**config.mk**
```make
export PLATFORM = sky130hd
export DESIGN_NAME = ddr_local_master
export DESIGN_NICKNAME = d
export VERILOG_FILES = /design/src/rtl/ddr_local_pkg.sv /design/src/rtl/ddr_local_fifo.sv /design/src/rtl/ddr_local_master.sv
export SDC_FILE = /design/constraint.sdc
export NUM_CORES = 2
export LEC_CHECK = 0
export ABC_AREA = 1
export ABC_CLOCK_PERIOD_IN_PS = 15200
export BUFFER_PORTS_ARGS = -buffer_cell sky130_fd_sc_hd__clkbuf_2
export CORE_MARGIN = 1
export CORE_UTILIZATION = 35
export CTS_BUF_LIST = sky130_fd_sc_hd__clkbuf_16
export DETAILED_ROUTE_END_ITERATION = 12
export SLEW_MARGIN = 20
export SYNTH_ARGS = -nofsm -noshare
export SYNTH_HDL_FRONTEND = slang
export SYNTH_SLANG_ARGS = --single-unit
```
**constraint.sdc**
```tcl
create_clock -name clock -period 15.2 [get_ports clock]
set_input_delay 0.76 -clock clock [delete_from_list [all_inputs] [get_ports clock]]
set_output_delay 0.76 -clock clock [all_outputs]
set_load 0.005 [all_outputs]
```
**src/rtl/ddr_local_pkg.sv**
```systemverilog
// Shared types for the DDR local-port master.
// Default widths, FSM state encoding and the tag-FIFO entry.
package ddr_local_pkg;

  localparam int DEF_ADDR_W = 26;
  localparam int DEF_DATA_W = 128;
  localparam int DEF_TAG_W  = 4;

  typedef enum logic [2:0] {
    S_INIT,
    S_IDLE,
    S_WRITE,
    S_RDWAIT,
    S_READ
  } state_t;

  typedef struct packed {
    logic [DEF_TAG_W-1:0] tag;
    logic [2:0]           size;
  } tag_ent_t;

endpackage

```
**src/rtl/ddr_local_fifo.sv**
```systemverilog
// Show-ahead synchronous FIFO with occupancy count.
// Ports: clock/reset, push/din, pop/dout, count.
module ddr_local_fifo #(
  parameter int WIDTH = 8,
  parameter int DEPTH = 4
) (
  input  logic                     clock,
  input  logic                     reset,
  input  logic                     push,
  input  logic [WIDTH-1:0]         din,
  input  logic                     pop,
  output logic [WIDTH-1:0]         dout,
  output logic [$clog2(DEPTH):0]   count
);

  localparam int AW = $clog2(DEPTH);

  logic [WIDTH-1:0] mem [DEPTH];
  logic [AW-1:0]    wp;
  logic [AW-1:0]    rp;
  logic             full;
  logic             empty;
  logic             do_push;
  logic             do_pop;

  assign full    = count == (AW+1)'(DEPTH);
  assign empty   = count == '0;
  assign do_push = push & ~full;
  assign do_pop  = pop & ~empty;
  assign dout    = mem[rp];

  always_ff @(posedge clock) begin
    if (do_push) mem[wp] <= din;
  end

  always_ff @(posedge clock or posedge reset) begin
    if (reset) begin
      wp    <= '0;
      rp    <= '0;
      count <= '0;
    end else begin
      if (do_push) wp <= wp + 1'b1;
      if (do_pop)  rp <= rp + 1'b1;
      count <= count + (AW+1)'(do_push)
                     - (AW+1)'(do_pop);
    end
  end

endmodule

```
**src/rtl/ddr_local_master.sv**
```systemverilog
// Local-port initiator: request/wdata streams to local_* bursts.
// Ports: req_*, wdat_*, resp_*, wack_*, err, local_* controller side.
module ddr_local_master
  import ddr_local_pkg::*;
#(
  parameter int ADDR_W    = DEF_ADDR_W,
  parameter int DATA_W    = DEF_DATA_W,
  parameter int TAG_W     = DEF_TAG_W,
  parameter int MAX_BURST = 4,
  parameter int RD_DEPTH  = 16,
  parameter int OUTSTD    = 4,
  localparam int BE_W     = DATA_W / 8
) (
  input  logic              clock,
  input  logic              reset,
  input  logic              req_valid,
  output logic              req_ready,
  input  logic              req_write,
  input  logic [ADDR_W-1:0] req_addr,
  input  logic [2:0]        req_size,
  input  logic [TAG_W-1:0]  req_tag,
  input  logic              wdat_valid,
  output logic              wdat_ready,
  input  logic [DATA_W-1:0] wdat_data,
  input  logic [BE_W-1:0]   wdat_be,
  output logic              resp_valid,
  input  logic              resp_ready,
  output logic [DATA_W-1:0] resp_data,
  output logic [TAG_W-1:0]  resp_tag,
  output logic              resp_last,
  output logic              wack_valid,
  output logic [TAG_W-1:0]  wack_tag,
  output logic [1:0]        err,
  output logic [ADDR_W-1:0] local_address,
  output logic              local_write_req,
  output logic              local_read_req,
  output logic              local_burstbegin,
  output logic [DATA_W-1:0] local_wdata,
  output logic [BE_W-1:0]   local_be,
  output logic [2:0]        local_size,
  input  logic              local_ready,
  input  logic              local_rdata_valid,
  input  logic              local_init_done,
  input  logic [DATA_W-1:0] local_rdata
);

  localparam int CW  = $clog2(RD_DEPTH) + 1;
  localparam int TCW = $clog2(OUTSTD) + 1;
  localparam int RW  = DATA_W + TAG_W + 1;

  state_t            state;
  logic [ADDR_W-1:0] addr_q;
  logic [2:0]        size_q;
  logic [TAG_W-1:0]  tag_q;
  logic [2:0]        wbeat;
  logic [2:0]        rbeat;
  logic [CW-1:0]     credits;
  logic              err_size;
  logic              err_orphan;

  tag_ent_t          tf_din;
  tag_ent_t          tf_dout;
  logic              tf_push;
  logic              tf_pop;
  logic [TCW-1:0]    tf_count;
  logic              tf_empty;
  logic              tf_full;

  logic [RW-1:0]     rf_din;
  logic [RW-1:0]     rf_dout;
  logic              rf_push;
  logic              rf_pop;
  logic [CW-1:0]     rf_count;

  logic size_ok;
  logic wr_acc;
  logic reserve;
  logic rd_last;

  assign size_ok = (req_size != 3'd0) &&
                   (req_size <= 3'(MAX_BURST));
  assign wr_acc  = (state == S_WRITE) &&
                   wdat_valid && local_ready;
  assign reserve = (state == S_RDWAIT) &&
                   (credits >= CW'(size_q)) &&
                   !tf_full;
  assign req_ready = state == S_IDLE;
  assign err       = {err_orphan, err_size};

  always_ff @(posedge clock or posedge reset) begin
    if (reset) begin
      state      <= S_INIT;
      addr_q     <= '0;
      size_q     <= '0;
      tag_q      <= '0;
      wbeat      <= '0;
      wack_valid <= 1'b0;
      wack_tag   <= '0;
      err_size   <= 1'b0;
    end else begin
      wack_valid <= 1'b0;
      unique case (state)
        S_INIT: if (local_init_done) state <= S_IDLE;
        S_IDLE: if (req_valid) begin
          addr_q <= req_addr;
          size_q <= size_ok ? req_size : 3'd1;
          tag_q  <= req_tag;
          wbeat  <= '0;
          if (!size_ok) err_size <= 1'b1;
          state  <= req_write ? S_WRITE : S_RDWAIT;
        end
        S_WRITE: if (wr_acc) begin
          if (wbeat == size_q - 3'd1) begin
            wack_valid <= 1'b1;
            wack_tag   <= tag_q;
            state      <= S_IDLE;
          end else begin
            wbeat <= wbeat + 3'd1;
          end
        end
        S_RDWAIT: if (reserve) state <= S_READ;
        S_READ: if (local_ready) state <= S_IDLE;
        default: state <= S_INIT;
      endcase
    end
  end

  always_comb begin
    local_address    = '0;
    local_size       = '0;
    local_write_req  = 1'b0;
    local_read_req   = 1'b0;
    local_burstbegin = 1'b0;
    local_wdata      = '0;
    local_be         = '0;
    wdat_ready       = 1'b0;
    unique case (state)
      S_WRITE: begin
        local_address    = addr_q;
        local_size       = size_q;
        local_write_req  = wdat_valid;
        local_wdata      = wdat_data;
        local_be         = wdat_be;
        wdat_ready       = local_ready;
        local_burstbegin = wdat_valid &&
                           (wbeat == 3'd0);
      end
      S_READ: begin
        local_address    = addr_q;
        local_size       = size_q;
        local_read_req   = 1'b1;
        local_burstbegin = 1'b1;
      end
      default: ;
    endcase
  end

  // Credits count free response slots not yet promised to a burst.
  always_ff @(posedge clock or posedge reset) begin
    if (reset) credits <= CW'(RD_DEPTH);
    else credits <= credits
                  - (reserve ? CW'(size_q) : '0)
                  + CW'(rf_pop);
  end

  assign tf_empty = tf_count == '0;
  assign tf_full  = tf_count == TCW'(OUTSTD);
  assign tf_din   = '{tag: tag_q, size: size_q};
  assign tf_push  = (state == S_READ) && local_ready;
  assign rd_last  = (rbeat + 3'd1) == tf_dout.size;
  assign tf_pop   = local_rdata_valid && !tf_empty &&
                    rd_last;
  assign rf_push  = local_rdata_valid && !tf_empty;
  assign rf_din   = {local_rdata, tf_dout.tag, rd_last};
  assign rf_pop   = resp_valid && resp_ready;

  always_ff @(posedge clock or posedge reset) begin
    if (reset) begin
      rbeat      <= '0;
      err_orphan <= 1'b0;
    end else if (local_rdata_valid) begin
      if (tf_empty)     err_orphan <= 1'b1;
      else if (rd_last) rbeat <= '0;
      else              rbeat <= rbeat + 3'd1;
    end
  end

  ddr_local_fifo #(
    .WIDTH ($bits(tag_ent_t)),
    .DEPTH (OUTSTD)
  ) u_tag_fifo (
    .clock (clock),
    .reset (reset),
    .push  (tf_push),
    .din   (tf_din),
    .pop   (tf_pop),
    .dout  (tf_dout),
    .count (tf_count)
  );

  ddr_local_fifo #(
    .WIDTH (RW),
    .DEPTH (RD_DEPTH)
  ) u_resp_fifo (
    .clock (clock),
    .reset (reset),
    .push  (rf_push),
    .din   (rf_din),
    .pop   (rf_pop),
    .dout  (rf_dout),
    .count (rf_count)
  );

  assign resp_valid = rf_count != '0;
  assign resp_data  = resp_valid ?
                      rf_dout[RW-1 -: DATA_W] : '0;
  assign resp_tag   = resp_valid ?
                      rf_dout[TAG_W:1] : '0;
  assign resp_last  = resp_valid && rf_dout[0];

endmodule
```
==> summary.md <==
| Metric | Value |
|---|---|
| Status | completed |
| CTS clk-pin slew, worst paths | 0.06 ns |
| Seq/Total Area, Yosys | 0.742 |
| Initial Util | 0.353 |
| Layout area overhead | 15.6% |
| CP most frequent cell | buf_4 |
| DRC violations left | 0 |
| CP peak stage delay | 0.95 ns |
| Reg2reg start | u_tag_fifo.count[1] |
| Rows | 185 |
| Post-CTS sizing | 0 |
| Final Setup Violations | 0 |
| Worst EP arrival | approximately 6.5 ns |
| Ratio of cells with drive above 1 in the final layout | 0.136 |
| Adder-Cell Fraction of Synth Area | 0.00541 |
| Post-synthesis compound-gate area fraction | 0.108 |
| Setup ws final | 7.90 ns |
| CP Max Fanout | 168 |
| HPWL after DPL | between 100 and 150 mm |
| DR WL met2 | about 120 mm |
| CTS tree | built |
| Clk sinks | 2,230 |
| Crit path buf inv count | 6 |
| ANT nets after route | 0 |
| Max VDD drop | ~150 uV |
| Static Leak | 35.8 nW |
| Worst Skew | roughly 0.083 ns |
| RSZ-0062 raised after global routing | false |
| Pin count of the biggest net entering global routing | 236 |
| Asr flop ratio synth | 0.0332 |
| Post-synthesis cell count | 7,168 |
| Most common cell after layout, fill and taps aside | edfxtp_1 |
| Post-CTS Setup Bufs | 0 |
| Initial antenna violation count | 49 |
| Global route overflow | 0 |
| Vias in the first global route | between 50,000 and 60,000 |
| Layout Nets | 8,008 |
| Number of enable flip-flop cells after synthesis | 2,156 |
| Worst hold start | req_addr[13] |
| Crit path max-delay family | buffers and inverters |
| Slew headroom | 0.244 |
| Slowest cell on crit path | buf_4 |
| Gpl congestion | roughly 0.75 |
| Min-delay worst type | in2reg |
| Crit path capture type | primary output |
| Area of placed instances | 0.0960 mm^2 |
| Slew Viols, Final | 0 |
| Main combinational cell family by area after synthesis | compound AO/OA/AOI/OAI gates |
| Final Cycle Share | 0.480 |
| First-pass GRT wire length | 375 mm |
| Cell variety after synth | 31 |
| Sequential cell area | 0.0666 mm^2 |
| Setup CP Type | reg2out |
| Fraction of the mapped netlist area in simple logic gates | 0.108 |
| Multi-input logic area | 0.0202 mm^2 |
| Die ar. | 0.258 mm^2 |
| Die H | 508 um |
| Pre-CTS setup slack | approximately 8.4 ns |
| Htree depth | 4 |
| CP Launch Point | u_resp_fifo.rp[0] |
| Met3 routed WL | 18.5 mm |
| Tmin final | 7.30 ns |
| Syn Nets | ~7,500 |
| Netlist Area Pre-Place | ~0.09 mm^2 |
| TNS Setup | 0 ns |
| Total GRT Usage | 0.194 |
| CP required | 14.44 ns |
| Final Hold Vio Count | 0 |
| Drt pass-1 iters | 5 |
| Max cap viols | 0 |
| Num CTS Buffers | 229 |
| Main flop type after synthesis | edfxtp_1 |
| M1 WL | 109 mm |
| Avg WL per Cell | between 20 and 25 um |
| Clock root buffer | clkbuf_16 |
| Most frequent cells in the layout | 2,156 x edfxtp_1, 1,669 x nor2_1, 1,018 x o21ai_0, 632 x clkbuf_2, 500 x o211ai_1 |
| Final wirelength | 258 mm |
| Max Clock Freq | 137 MHz |
| Worst-skew pair later-pin latency | 0.90 ns |
| Initial drt markers | 5,735 |
| Number of port buffers | between 600 and 700 |
| Via count | around 59,000 |
| # IOs | 633 |
| Synth Warn # | 0 |
| Portion of netlist area occupied by mux cells | 0 |
| Die W | roughly 510 um |
| Clk buf depth | 3 |
| Fin area | slightly above 0.1 mm^2 |
| Syn avg cell area | 12.5 um^2 |
| Worst-Margin Slew | 1.13 ns |
| Worst-path cell chain | inv_8, buf_4, buf_16, buf_6, buf_4, o21ai_0, o211ai_1, nand3_1, a21oi_1, clkbuf_2 |
| Post-Synth XOR/XNOR Area | 0.00205 |
| P per Cell Area | 193 mW/mm^2 |
| Post-DR vias/cell | around 5.3 |
| Startpoint Class | flip-flop |
| Fillcell total | 23,500 |
| Core footprint | 0.254 mm^2 |
| Uppermost layer routed | met5 |
| Synthesis-stage register bit count | around 2,200 |
==> where the power goes <==
group | total [mW] | switching (mW) | internal, mW
clock | 5.49 | 2.39 | 3.10
sequential | 7.72 | 0.264 | 7.46
combinational | 6.84 | 4.85 | 1.99
total | 20.1 | 7.51 | 12.5
==> layer usage <==
metal,vias to the layer above,GRT usage
met5,-,0
met4,34,0.0558
met3,404,0.0350
met2,2135,0.323
met1,29500,0.260
li1,26800,-
==> layout make-up <==
class                      count  area share
sequential                  2230       0.642
multi-input combinational   4205       0.195
inverter                     246     0.00927
tap                         3366      0.0406
clock buffer                 229      0.0552
clock inverter               191      0.0162
antenna                        9    0.000217
timing repair buffer         745      0.0416
==> flip-flops by register name, summed over array words and instances (netlist names), 2 cells and up <==
signal / flops
addr_q: 26
wack_tag: 4
u_resp_fifo.count: 5
credits: 5
rbeat: 3
size_q: 3
u_tag_fifo.count: 3
u_resp_fifo.rp: 4
u_tag_fifo.mem: 28
state: 3
u_resp_fifo.wp: 4
u_tag_fifo.rp: 2
wbeat: 3
u_tag_fifo.wp: 2
u_resp_fifo.mem: 2128
tag_q: 4
==> path summary, 6_finish.rpt <==
| kind | depth (start not counted) | to | slack (ns) |
|---|---|---|---|
| min in group asynchronous | 3 | state[2] | 0.40 |
| max in group asynchronous | 4 | u_resp_fifo.rp[0] | 13.61 |
| worst max register to register | 8 | u_resp_fifo.mem[0][63] | 10.25 |
| worst max-delay path | 10 | resp_data[42] | 7.90 |
| worst min register to register | 1 | err_orphan | 0.46 |
| worst min-delay path | 3 | addr_q[13] | 0.09 |
==> worst register-to-register path, delay by kind of cell, from the launching register on <==
family                 cells  cell delay (ns)
DFF                        1             0.44
AOI/OAI and AO/OA          1             0.35
and+or+nand+nor            4             1.70
buffers and inverters      3             1.93
==> cell usage after synthesis (4+ instances only) <==
library cell	number	share of area
nand2_1	434	0.018
ha_1	34	0.0047
a21oi_1	138	0.0077
o21ai_0	1018	0.057
o211ai_1	500	0.042
o21ai_1	26	0.0015
xnor2_1	9	0.00088
inv_1	241	0.010
dfrtp_1	73	0.020
nand4_1	7	0.00049
buf_4	52	0.0044
nor2_1	1688	0.071
o22ai_1	4	0.00028
xor2_1	12	0.0012
buf_2	99	0.0055
edfxtp_1	2156	0.72
nand3_1	322	0.018
buf_1	36	0.0015
clkbuf_1	298	0.012
==> cell families (layout without fill, tap and decap cells) <==
kind of cell,Yosys count,in the layout
xor+xnor,21,21
fa+ha+maj,37,37
other cells,0,9
flops,2230,2230
simple gates,2458,2458
compound gates,1689,1689
buf+inv,733,1411
==> repair_timing <==
action,4_1_cts,5_1_grt
hold endpoints to repair,45,0
hold buffers,25,0
setup endpoints to repair,0,0
==> per-stage QoR <==
| step | instances | power (mW) | hold WS, ns | utilization |
|---|---|---|---|---|
| floorplan | 7168 | 12.1 | 0.429 | - |
| global placement | 10800 | 14.6 | 0.451 | 0.377 |
| detailed placement | 10800 | 14.7 | 0.451 | 0.377 |
| CTS | 11200 | 20.2 | 0.00124 | 0.407 |
| global route | 11200 | 21.2 | 0.0534 | 0.408 |
| finish | 11200 | 20.1 | 0.0893 | 0.408 |
Note: power is estimated with default switching activity, not from simulation.
